File: config.mk
export PLATFORM = sky130hd
export DESIGN_NAME = zswitch_bank
export DESIGN_NICKNAME = d
export VERILOG_FILES = /design/src/rtl/zswitch_bank.sv
export SDC_FILE = /design/constraint.sdc
export NUM_CORES = 1
export LEC_CHECK = 0
export BUFFER_PORTS_ARGS = -buffer_cell sky130_fd_sc_hd__buf_2
export CORE_UTILIZATION = 30
export DETAILED_ROUTE_END_ITERATION = 8
export GPL_TIMING_DRIVEN = 0
export PLACE_DENSITY = 0.55
export SLEW_MARGIN = 25
export SYNTH_ARGS = -nofsm -noshare
export SYNTH_HDL_FRONTEND = slang
export SYNTH_SLANG_ARGS = --single-unit
File: constraint.sdc
create_clock -name iClk -period 4.84 [get_ports iClk]
set_clock_uncertainty 0.2 [all_clocks]
set_input_delay 0.968 -clock iClk [delete_from_list [all_inputs] [get_ports iClk]]
set_output_delay 0.968 -clock iClk [all_outputs]
set_load 0.02 [all_outputs]
File: src/rtl/zswitch_bank.sv
// N-channel switch front end: 2-FF sync, counter debounce, press/release strobes, sticky events.
// Optional long-press strobe enabled by defining ZSWITCH_LONGPRESS_EN.
module zswitch_bank #(
  parameter int NUM_SW          = 4,
  parameter int DEBOUNCE_CYCLES = 500000,
  parameter int ACTIVE_LOW      = 1,
  parameter int LONG_CYCLES     = 50000000
) (
  input  logic              iClk,
  input  logic              iRstN,
  input  logic [NUM_SW-1:0] iSw,
  input  logic [NUM_SW-1:0] iEvtClr,
  output logic [NUM_SW-1:0] oSwDown,
  output logic [NUM_SW-1:0] oSwUp,
  output logic [NUM_SW-1:0] oSwLevel,
  output logic [NUM_SW-1:0] oEvtPend,
  output logic              oAnyEvt,
  output logic [NUM_SW-1:0] oSwLong
);

  localparam int                CNT_W    = $clog2(DEBOUNCE_CYCLES + 1);
  localparam logic [CNT_W-1:0]  DEB_LAST = CNT_W'(DEBOUNCE_CYCLES - 1);
  localparam logic [NUM_SW-1:0] RELEASED_PINS = (ACTIVE_LOW != 0) ? {NUM_SW{1'b1}} : {NUM_SW{1'b0}};

  logic [NUM_SW-1:0] r_s1;
  logic [NUM_SW-1:0] r_s2;
  logic [NUM_SW-1:0] w_pressed;
  logic [NUM_SW-1:0] w_accept;
  logic [CNT_W-1:0]  r_cnt [NUM_SW];
  logic [NUM_SW-1:0] r_stable;
  logic [NUM_SW-1:0] r_down;
  logic [NUM_SW-1:0] r_up;
  logic [NUM_SW-1:0] r_evt;
  logic [NUM_SW-1:0] w_evt_next;
  logic              r_any;

  // Sync chain resets to the released pin level so a held switch still yields a press.
  always_ff @(posedge iClk or negedge iRstN) begin
    if (!iRstN) begin
      r_s1 <= RELEASED_PINS;
      r_s2 <= RELEASED_PINS;
    end else begin
      r_s1 <= iSw;
      r_s2 <= r_s1;
    end
  end

  assign w_pressed = (ACTIVE_LOW != 0) ? ~r_s2 : r_s2;

  always_comb begin
    w_accept = '0;
    for (int i = 0; i < NUM_SW; i++) begin
      w_accept[i] = (w_pressed[i] != r_stable[i]) && (r_cnt[i] == DEB_LAST);
    end
  end

  always_ff @(posedge iClk or negedge iRstN) begin
    if (!iRstN) begin
      for (int i = 0; i < NUM_SW; i++) begin
        r_cnt[i] <= '0;
      end
      r_stable <= '0;
      r_down   <= '0;
      r_up     <= '0;
    end else begin
      for (int i = 0; i < NUM_SW; i++) begin
        if ((w_pressed[i] == r_stable[i]) || w_accept[i]) begin
          r_cnt[i] <= '0;
        end else begin
          r_cnt[i] <= r_cnt[i] + 1'b1;
        end
      end
      r_stable <= (r_stable & ~w_accept) | (w_pressed & w_accept);
      r_down   <= w_accept & w_pressed;
      r_up     <= w_accept & ~w_pressed;
    end
  end

  // A press strobe in the same cycle as a clear keeps the event pending.
  assign w_evt_next = (r_evt & ~iEvtClr) | r_down;

  always_ff @(posedge iClk or negedge iRstN) begin
    if (!iRstN) begin
      r_evt <= '0;
      r_any <= 1'b0;
    end else begin
      r_evt <= w_evt_next;
      r_any <= |w_evt_next;
    end
  end

  assign oSwDown  = r_down;
  assign oSwUp    = r_up;
  assign oSwLevel = r_stable;
  assign oEvtPend = r_evt;
  assign oAnyEvt  = r_any;

`ifdef ZSWITCH_LONGPRESS_EN
  localparam int               HOLD_W    = $clog2(LONG_CYCLES + 1);
  localparam logic [HOLD_W-1:0] HOLD_MAX  = HOLD_W'(LONG_CYCLES);
  localparam logic [HOLD_W-1:0] HOLD_LAST = HOLD_W'(LONG_CYCLES - 1);

  logic [HOLD_W-1:0] r_hold [NUM_SW];
  logic [NUM_SW-1:0] r_long;

  // Hold counter saturates, so the long strobe fires once per press.
  always_ff @(posedge iClk or negedge iRstN) begin
    if (!iRstN) begin
      for (int i = 0; i < NUM_SW; i++) begin
        r_hold[i] <= '0;
      end
      r_long <= '0;
    end else begin
      for (int i = 0; i < NUM_SW; i++) begin
        if (!r_stable[i]) begin
          r_hold[i] <= '0;
        end else if (r_hold[i] != HOLD_MAX) begin
          r_hold[i] <= r_hold[i] + 1'b1;
        end
        r_long[i] <= r_stable[i] && (r_hold[i] == HOLD_LAST);
      end
    end
  end

  assign oSwLong = r_long;
`else
  logic w_unused_long;
  assign w_unused_long = (LONG_CYCLES > 0);
  assign oSwLong       = '0;
`endif

endmodule

=== Yosys cells after proc, flatten, opt, wreduce, memory -nomap -nowiden ===
Index checks and enable logic that the tools add are counted.
Widths: inputs -> output; s select.

* Register bits: 101
* Bits in latches: 0
* Bits in writable memories: 0
* Memory bits (read-only): 0
* Bits of input ports: 10
* Output and inout bits: 21
* Word-level logic and storage cells: 50
* Memories: 0

* $add $sub $neg: 4
* Multiply operators: 0
* Divide/modulo/power cells: 0
* Order comparisons: 0
* Eq/ne operators: 12
* Shift operators: 0
* Mux-type cells: 4
* Bitwise gates (word level): 10
* Reductions and logical operators: 9

{| class="wikitable"
|+ Operator list
! kind !! number
|-
| $add 19x1->19 const B || 4
|-
| $eq 19x19->1 const B || 4
|-
| $mux 19 || 4
|-
| $and 4x4->4 || 4
|-
| $not 4->4 || 4
|-
| $or 4x4->4 || 2
|-
| $eq 1x1->1 || 4
|-
| $logic_and 1x1->1 || 4
|-
| $logic_or 1x1->1 || 4
|-
| $ne 1x1->1 || 4
|-
| $reduce_or 4->1 || 1
|}

=== Longest topological paths before layout ===
* Word-level depth: 6
* Depth in mapped cells: 7
* Depth with buffers taken out: 5

=== Worst setup path after synthesis ===
No wires, ideal clock.

* Path type: register to register
* Start: reg r_cnt[38] (netlist name)
* End: reg r_cnt[43] (netlist name)
* Setup time: 132 ps
* Arrival time: 1815 ps
* Data required time: 4508 ps
* Slack: 2693 ps
* Cell stages (with the launch flop): 8
* Path buffers: 2
* Clock period less this slack: 2147 ps
* Path through: dfrtp_1 ha_1 and4_1 clkbuf_1 nand3_1 o21ai_1 clkbuf_1 nor2_1

* Cells in the longest elaborated chain, start to end: 4
* Elaborated cells between the ends (all ways): 5
* Classes of those cells: add/sub: 1; eq/ne: 1; mux: 1; reduce/logical: 2

{| class="wikitable"
|+ RTL lines
! what !! line !! text
|-
| from (decl) || 29 || <nowiki>logic [CNT_W-1:0] r_cnt [NUM_SW];</nowiki>
|-
| from (signal, indexed assignment) || 70 || <nowiki>r_cnt[i] <= r_cnt[i] + 1'b1;</nowiki>
|-
| branches (longest 3 deep; another with $add 19x1->19) || n/a ||
|-
| $mux 19 (*) || 67 || <nowiki>if ((w_pressed[i] == r_stable[i]) || w_accept[i]) begin</nowiki>
|}

Mark *: on every way between the ends.

=== Worst setup path after layout ===
* Start: reg r_cnt[38] (netlist name)
* End: reg r_cnt[50] (netlist name)

Same word-level chain as after synthesis.

==> impl_results.md <==
- Die height: approximately 130 µm
- Core area: ~15000 µm²
- Postcts setup bufs: 0
- Largest cells by area after synthesis: dfrtp_1, xor2_1, nor2_1, dfstp_2, xnor2_1
- Seq cells post-synth: ~100
- CP arrival: ~2.7 ns
- Switching Fraction: between 20 and 25%
- Crit. End Element: flop
- Synth-to-layout area growth: 15.2%
- Period minus WS final: 2.65 ns
- Post-route DRC: 0
- Worst R2R Start: r_cnt[38]
- DR pass1 iterations: 5
- Worst setup margin: around 2.2 ns
- Reg-to-reg endpoint: r_cnt[50]
- Hold_buf cts: 0
- Post-synth top area cell: dfrtp_1
- Psw: 0.361 mW
- Synthesized area per cell: about 10 µm²
- Routed WL: slightly above 9000 µm
- Diode count: 0
- Fraction of layout cells with a size suffix above 1: between 10% and 20%
- Ys Warns: 0
- Initial Util: a little under a third
- CP endpoint: r_cnt[50]
- Lkg Pwr: approximately 2.2 nW
- Rel. slew slack: 49.7%
- Worst-Skew Late Latency: 0.35 ns
- FF-to-FF setup slack: 2.19 ns
- Internal Pwr Total: 1.29 mW
- Vias: roughly 3400
- Total gr overflow: 0
- Iter 0 DRT Violations: about 200
- Largest net degree at the start of global routing: between 70 and 80
- RSZ-0062 raised after global routing: false
- Final setup violation count: 0
- Worst setup SP type: flop
- DRT antenna net count: 0
- Critical path type: flop to flop
- Worst Setup SP: r_cnt[38]
- H-tree lvl count: 3
- First-pass GRT wire length: about 16000 µm
- Die Area: around 16000 µm²
- Clk buf depth: 2
- Hold Vio Cnt, Final: 0
- Hold Crit Class: flop to flop
- I/O pin count: 31
- Die width: 126 µm
- CTS tree: built
- Synth top area share: roughly 50%
- Worst slew pin tran: about 0.75 ns
- WHS Path Cells: 0
- VDD IR-drop max: between 0.15 and 0.2 mV
- TNS Setup: 0 ns
- Run status: finished clean
- Max-Cap Viols: 0
- Vias in the first global route: between 3000 and 4000
- Worst Reg-to-Reg Cells: 7
- Fin cells: just under 700
- Final layout net count: 507
- Distinct cells, synth: 38
- Layout fillers: roughly 1500
- Syn Inst Count: between 400 and 500
- GPL Wtd Cong: 0.823
- Clock transition at path regs: 0.07 ns
- I/O Buffers: 26
- Hpwl dp: around 6200 µm
- Inserted Clock Buffers: 9
- Area post-placement: roughly 5000 µm²
- Tot GR Track Use: 12.6%
- Crit Path Max Fanout: 10
- Peak Freq: between 300 and 400 MHz
- Worst Path Required: between 4 and 5 ns
- Drt wl/cell: approximately 13 µm
- Comb power frac: between 3 and 4%
- Synthesized area: 4610 µm²
- Row cnt: 44
- Util after Layout: a little over a third
- Fin. max-slew vios: 0
- Seq/Total Area, Yosys: 55.0%
- Placed Cells: between 600 and 700
- Post-route design area: approximately 5300 µm²
- Sequential share of power: 52.7%
- Via density per instance: just under 5
- Clock tree root buffer cell: clkbuf_16
- Fin crit share: between 50 and 60%
- Clock power share: between 40% and 50%
- Post-Place Setup Slack: about 2.2 ns
- Pwr per Cell Area: 311 nW/µm²
- CTS Sinks: slightly above 100
- Initial antenna violation count: 0
- Post-CTS sizing: 0
## layout make-up
cell class	count	area, µm²	share of cell area, %
well taps	184	230	4.33
multi-input cells	324	1960	36.9
inverters	15	56.3	1.06
plain buffers	15	72.6	1.37
clock buffers	12	246	4.64
flip-flops and latches	101	2540	47.8
repair buffers	27	164	3.09
clock inverters	4	47.5	0.895
## flip-flops by register name (all words and copies together) (netlist names), named ones only
signal / cells
r_s2: 4
oEvtPend: 4
r_cnt: 76
r_s1: 4
oAnyEvt: 1
oSwUp: 4
oSwDown: 4
## kinds of logic (layout without fill, tap and decap cells)
family	Yosys count	count (layout)	synth area share, %
buffers and inverters	30	73	2.79
DFF	101	101	55.0
xor gates and xnor gates	53	53	10.1
muxes	1	1	0.217
adders and majority gates	4	4	1.08
other	1	4	0.0813
AOI/OAI and AO/OA	52	52	6.51
and+or+nand+nor	210	210	24.2
## routing by layer
layer	vias to the layer above	wire [µm]	track usage, %
met2	66	4140	19.8
li1	1660	-	-
met1	1640	4410	16.5
met3	12	386	3.95
met5	-	0	0
met4	0	133	4.46
## power groups by stage
stage | Sequential (mW) | Clock (mW) | Combinational [mW]
after global routing | 0.871 | 0.783 | 0.0655
after floorplan | 0.883 | 0 | 0.0273
after detailed placement | 0.886 | 0 | 0.0584
after global placement | 0.886 | 0 | 0.0543
final | 0.870 | 0.724 | 0.0563
after CTS | 0.870 | 0.756 | 0.0588
## layout by cell type, fill, tap and decap left out, types with 10 or more instances in the layout
cell type / netlist / routed
xor2_1: 29 / 29
xnor2_1: 24 / 24
clkbuf_1: 10 / 12
a21oi_1: 19 / 19
buf_2: 1 / 26
or4_1: 12 / 12
nor2_1: 61 / 61
dfrtp_1: 93 / 93
nor3_1: 10 / 10
nand3_1: 22 / 22
nand2_1: 29 / 29
nand4_1: 21 / 21
or3_1: 13 / 13
o21ai_0: 16 / 16
inv_1: 15 / 15
## cells in the mapped netlist
library cell / instances
conb_1: 1
nor2_1: 61
o31ai_2: 1
xnor2_1: 24
buf_2: 1
nand4_2: 1
dfrtp_1: 93
or2_2: 3
nand4_1: 21
or3_1: 13
dfstp_2: 8
and2_1: 2
ha_1: 4
and3_1: 7
o21ai_1: 3
inv_1: 15
o31ai_1: 9
clkbuf_1: 10
or4b_1: 1
or2_1: 1
nor4bb_1: 1
xor2_1: 29
a21o_1: 4
nor3_1: 10
nor4b_1: 3
buf_4: 4
nand3_2: 1
nand4b_1: 1
and4_1: 9
nor4_1: 8
nand2_1: 29
nand3_1: 22
or4_1: 12
nor3b_1: 3
o21ai_0: 16
mux2i_1: 1
nand3b_1: 1
a21oi_1: 19
## worst min-delay path by stage
stage / from / end / slack (ns)
after floorplan: r_s1[0] / r_s2[0] / 0.15
after global placement: r_s1[3] / r_s2[3] / 0.15
after detailed placement: r_s1[1] / r_s2[1] / 0.15
after CTS: r_s1[2] / r_s2[2] / 0.16
after global routing: r_s1[2] / r_s2[2] / 0.16
final: r_s1[1] / r_s2[1] / 0.15
## critical path, cell delays in order (launching register included)
cell and delay (ns):
dfrtp_1 0.39, ha_1 0.23, and4_1 0.20, clkbuf_1 0.29, nand3_1 0.14, o21ai_1 0.57, clkbuf_1 0.39, nor2_1 0.10
## through the flow
stage                     hold WS, ns  power (mW)
after detailed placement        0.147       0.944
final                           0.154        1.65
after global routing            0.159        1.72
after CTS                       0.158        1.69
after floorplan                 0.145       0.910
after global placement          0.147       0.940
Note: power is estimated with default switching activity, not from simulation.
